`src/rtl/arbiter_onehot_param.sv`:
```
// arbiter_onehot_param
//   Registered WIDTH-line arbiter. It issues a one-hot grant plus the grant's
//   binary index and holds that grant until the consumer acknowledges it.
//   MODE=0 gives fixed priority, with the MSB highest. MODE=1 gives
//   round-robin order.
//
// Ports:
//   clk        system clock, rising edge
//   rst        asynchronous reset, active-high
//   req        request vector, bit i = requester i
//   ack        consumer accepts the current grant (ignored while valid=0)
//   grant      registered one-hot grant, zero when valid=0
//   grant_idx  binary index of the granted bit, zero when valid=0
//   valid      grant/grant_idx are valid
module arbiter_onehot_param #(
  parameter int unsigned WIDTH = 8,
  parameter int unsigned IDX_W = $clog2(WIDTH),
  parameter int unsigned MODE  = 0
) (
  input  logic             clk,
  input  logic             rst,
  input  logic [WIDTH-1:0] req,
  input  logic             ack,
  output logic [WIDTH-1:0] grant,
  output logic [IDX_W-1:0] grant_idx,
  output logic             valid
);

  typedef enum logic {
    IDLE  = 1'b0,
    GRANT = 1'b1
  } state_t;

  localparam logic [IDX_W-1:0] PTR_RST = IDX_W'(WIDTH - 1);

  state_t           state_q, state_d;
  logic [WIDTH-1:0] grant_d;
  logic [IDX_W-1:0] idx_d;
  logic [IDX_W-1:0] ptr_q, ptr_d;
  logic [IDX_W-1:0] sel_idx;
  logic             load;

  // Winner selection from the current req.
  // Round-robin walks the search order backwards (ptr+1 ... ptr). Each set
  // bit overwrites sel_idx, so the last one written is the first set bit in
  // the real search order ptr, ptr-1, ..., 0, WIDTH-1, ..., ptr+1.
  always_comb begin
    int unsigned p;
    int unsigned k;
    int unsigned pos;
    sel_idx = '0;
    p       = 0;
    k       = 0;
    pos     = 0;
    if (MODE == 0) begin
      for (int unsigned i = 0; i < WIDTH; i++) begin
        if (req[IDX_W'(i)]) sel_idx = IDX_W'(i);
      end
    end else begin
      p = int'(ptr_q);
      for (int unsigned n = 0; n < WIDTH; n++) begin
        k   = WIDTH - 1 - n;
        pos = (p >= k) ? (p - k) : (p + WIDTH - k);
        if (req[IDX_W'(pos)]) sel_idx = IDX_W'(pos);
      end
    end
  end

  // Next-state logic. In GRANT with ack=0 the req value is never consulted,
  // so an X on req cannot reach the registers.
  always_comb begin
    state_d = state_q;
    grant_d = grant;
    idx_d   = grant_idx;
    ptr_d   = ptr_q;
    load    = 1'b0;
    unique case (state_q)
      IDLE: begin
        if (|req) begin
          load    = 1'b1;
          state_d = GRANT;
        end
      end
      GRANT: begin
        if (ack) begin
          if (|req) begin
            load = 1'b1;
          end else begin
            state_d = IDLE;
            grant_d = '0;
            idx_d   = '0;
          end
        end
      end
      default: state_d = IDLE;
    endcase
    if (load) begin
      grant_d          = '0;
      grant_d[sel_idx] = 1'b1;
      idx_d            = sel_idx;
      if (MODE != 0) begin
        ptr_d = (sel_idx == '0) ? PTR_RST : (sel_idx - IDX_W'(1));
      end
    end
  end

  always_ff @(posedge clk or posedge rst) begin
    if (rst) begin
      state_q   <= IDLE;
      grant     <= '0;
      grant_idx <= '0;
      ptr_q     <= PTR_RST;
    end else begin
      state_q   <= state_d;
      grant     <= grant_d;
      grant_idx <= idx_d;
      ptr_q     <= ptr_d;
    end
  end

  assign valid = (state_q == GRANT);

endmodule

```
`config.mk`:
```
export PLATFORM = sky130hd
export DESIGN_NAME = arbiter_onehot_param
export DESIGN_NICKNAME = d
export VERILOG_FILES = /design/src/rtl/arbiter_onehot_param.sv
export SDC_FILE = /design/constraint.sdc
export NUM_CORES = 1
export LEC_CHECK = 0
export ABC_CLOCK_PERIOD_IN_PS = 1700
export BUFFER_PORTS_ARGS = -buffer_cell sky130_fd_sc_hd__buf_2
export CORE_AREA = 2 2 39 41
export CTS_CLUSTER_SIZE = 24
export DETAILED_ROUTE_END_ITERATION = 8
export DIE_AREA = 0 0 41 43
export PLACE_DENSITY_LB_ADDON = 0.25
export REMOVE_ABC_BUFFERS = 1
export SKIP_CTS_REPAIR_TIMING = 1
export SYNTH_ARGS = -nofsm -noshare
export SYNTH_HDL_FRONTEND = slang
export SYNTH_SLANG_ARGS = --single-unit
```
`constraint.sdc`:
```
create_clock -name clk -period 1.7 [get_ports clk]
set_clock_uncertainty 0.15 [all_clocks]
set_input_delay 0.255 -clock clk [delete_from_list [all_inputs] [get_ports clk]]
set_output_delay 0.255 -clock clk [all_outputs]
set_load 0.01 [all_outputs]
```
==> results.py <==
metrics = {
    "synthesis": {
        "synthesis.area_per_instance_um2": 11.2,
        "synth_top_cells_by_area": "dfrtp_1 (53%), a22o_1 (6.2%), o31ai_1 (4.0%)",
        "post_synth_inst_count": 50,
        "post_synthesis_register_bit_count": 12,
        "synth_top_cell_area_share": 0.535,
        "synth.yosys.seq_area_share": 0.535,
        "number_of_unique_standard_cell_types_used_by_synthesis": 23,
        "yosysWarnings": 0,
        "synthDominantAreaCellType": "dfrtp_1",
        "mappedNetlistArea_um2": 562,
    },
    "critical_path": {
        "end_kind": "register",
        "worstSetupPathType": "in2reg",
        "crit_fanout": 5,
        "reg2reg_depth": 4,
        "cp.arrival_ps": 1450,
        "setup.worst_path.start_class": "input port",
        "worst_ep_required_time_ps": 1720,
    },
    "sta": {
        "totalNegativeSetupSlack_ps": 0,
        "setup_violations": 0,
        "fin_crit_ps": 1420,
        "max_freq_mhz": 703,
        "grt_setup_unrepaired": "no",
        "hold_viol": 0,
        "final.period_utilization": 0.837,
        "finalWorstSetupSlack_ps": 277,
        "tightestPinTransition_ps": 881,
        "timing.slew.headroom": 0.405,
        "timing.final.max_slew_violations": 0,
    },
    "die": {
        "io_pins": 23,
        "core.rowCount": 14,
        "floorplan.core_area_um2": 1380,
        "fp.dieW_um": 41,
        "initial_core_util": 0.406,
        "die_h_um": 43,
        "design.die.area_um2": 1760,
    },
    "run_status": {
        "run_status": "finished, final reports clean",
    },
    "global_route": {
        "vias_in_the_first_global_route": 501,
        "grt_first_pass_wirelength_um": 2200,
        "antenna_found_initial": 0,
        "globalRouteTotalUtil": 0.187,
        "overflow": 0,
        "grt_start_max_net_pins": 13,
    },
    "clock_tree": {
        "clock_tree.root_cell": "clkbuf_4",
        "cts_buffer_depth": 2,
        "clock_tree_from_tritoncts": "yes",
        "clock_pin_slew_of_the_registers_on_the_worst_case_setup_and_hold_paths_ps": 70,
        "clock_insertion_delay_worst_skew_ps": 270,
        "number_of_buffers_inserted_during_clock_tree_synthesis": 3,
        "sink_count_of_the_clock_tree": 12,
        "cts-htree-levels": 1,
    },
    "drt": {
        "drt-initial-drc-count": 12,
        "detailed_route_drc_error_count": 0,
        "routedWlPerCell_um": 13.8,
        "route.vias.total": 496,
        "drt_wl_total_um": 1330,
        "route.detailed.vias_per_inst": 5.17,
        "drt_pass1_iterations": 4,
        "ant_nets": 0,
    },
    "placement": {
        "gpl.final_weighted_congestion": 0.829,
        "place.detailed.hpwl_um": 1020,
        "place_worst_setup_slack_ps": 3.16,
        "port_buffers": 22,
    },
    "worst_hold_path": {
        "whs_path_depth": 3,
        "min_path_type": "in2reg",
    },
    "pwr": {
        "seq_power_share": 0.528,
        "pwr_density_cell_nw_per_um2": 768,
        "power.share.switching": 0.264,
        "power.switching_uw": 153,
        "clock_power_share": 0.301,
        "p_comb_frac": 0.170,
        "leakage_uw": 0.000382,
        "p_int_uw": 427,
        "irDropWorstVdd_mv": 0.473,
    },
    "layout": {
        "area.growth.synth_to_final_pct": 34.3,
        "num_antenna_cells": 0,
        "leading_cell_types_in_the_layout_fill_and_taps_excluded": "buf_2 (22), dfrtp_1 (12), buf_4 (6)",
        "mostFrequentLayoutCell": "buf_2",
        "nets": 93,
        "share_of_cells_above_drive_strength_1": 0.438,
    },
    "job": {
        "drv_cap": 0,
    },
}
==> cell families after synthesis <==
kind of cell / count (synthesis) / synth area share
AOI/OAI and AO/OA: 15 / 0.247
DFF: 12 / 0.535
and+or+nand+nor: 18 / 0.172
buffers and inverters: 5 / 0.0468
==> cell type report <==
| type | instances | area (µm²) |
|---|---|---|
| clock buffers | 3 | 22.5 |
| fillers | 128 | 629 |
| inverters | 3 | 11.3 |
| multi-input cells | 33 | 235 |
| flip-flops and latches | 12 | 300 |
| well taps | 16 | 20.0 |
| repair buffers | 29 | 165 |
==> final timing paths <==
| kind | startpoint | to | slack (ps) |
|---|---|---|---|
| setup / recovery | req[5] | grant[2] | 280 |
| hold / removal | req[0] | valid | 90 |
| setup reg to reg | valid | grant[1] | 300 |
| hold reg to reg | grant[2] | grant[2] | 340 |
| max in group asynchronous | rst | grant[6] | 710 |
| min in group asynchronous | rst | grant_idx[2] | 380 |
==> power groups by stage <==
stage / combinational (µW) / sequential, µW / clock, µW
global placement: 95.7 / 312 / 0
CTS: 97.9 / 307 / 181
floorplan: 38.6 / 319 / 0
global route: 109 / 308 / 199
finish: 98.8 / 306 / 175
detailed placement: 97.6 / 312 / 0
==> critical path, stage by stage <==
cell,delay (ps)
buf_2,110
or4_4,560
o31ai_4,240
buf_4,170
nand2_1,50
o31ai_1,60
==> routing by layer <==
metal	global-route usage	up-vias	routed length (µm)
met4	0.0800	0	0
met5	0	-	0
met2	0.275	9	668
met3	0.0471	0	48
met1	0.250	235	608
li1	-	252	-
==> cells in the mapped netlist <==
cell,number
nand4_1,1
nand4b_1,1
buf_6,1
o31ai_1,3
or4_1,1
inv_1,3
clkbuf_1,1
o31ai_4,1
nand2b_1,1
nand3_1,1
a21oi_1,1
a22o_1,4
dfrtp_1,12
a32o_1,2
nand2_1,5
nor2_1,5
or2b_1,1
a32o_2,1
a22o_2,1
or4_4,1
o21ai_0,1
nor4_1,1
o311ai_0,1
==> flip-flops by register name (all words and copies together), names as in the netlist <==
register	cells
grant_idx	3
grant	8
valid	1
==> metrics by stage <==
| step | cells | hold WS [ps] | area [µm²] | total power (µW) | util |
|---|---|---|---|---|---|
| floorplan | 48 | -30.3 | 547 | 357 | - |
| global placement | 92 | 132 | 722 | 408 | 0.522 |
| detailed placement | 92 | 141 | 722 | 410 | 0.522 |
| CTS | 95 | -159 | 744 | 586 | 0.538 |
| global route | 96 | 116 | 754 | 616 | 0.545 |
| finish | 96 | 91.8 | 754 | 580 | 0.545 |
Note: power is estimated with default switching activity, not from simulation.
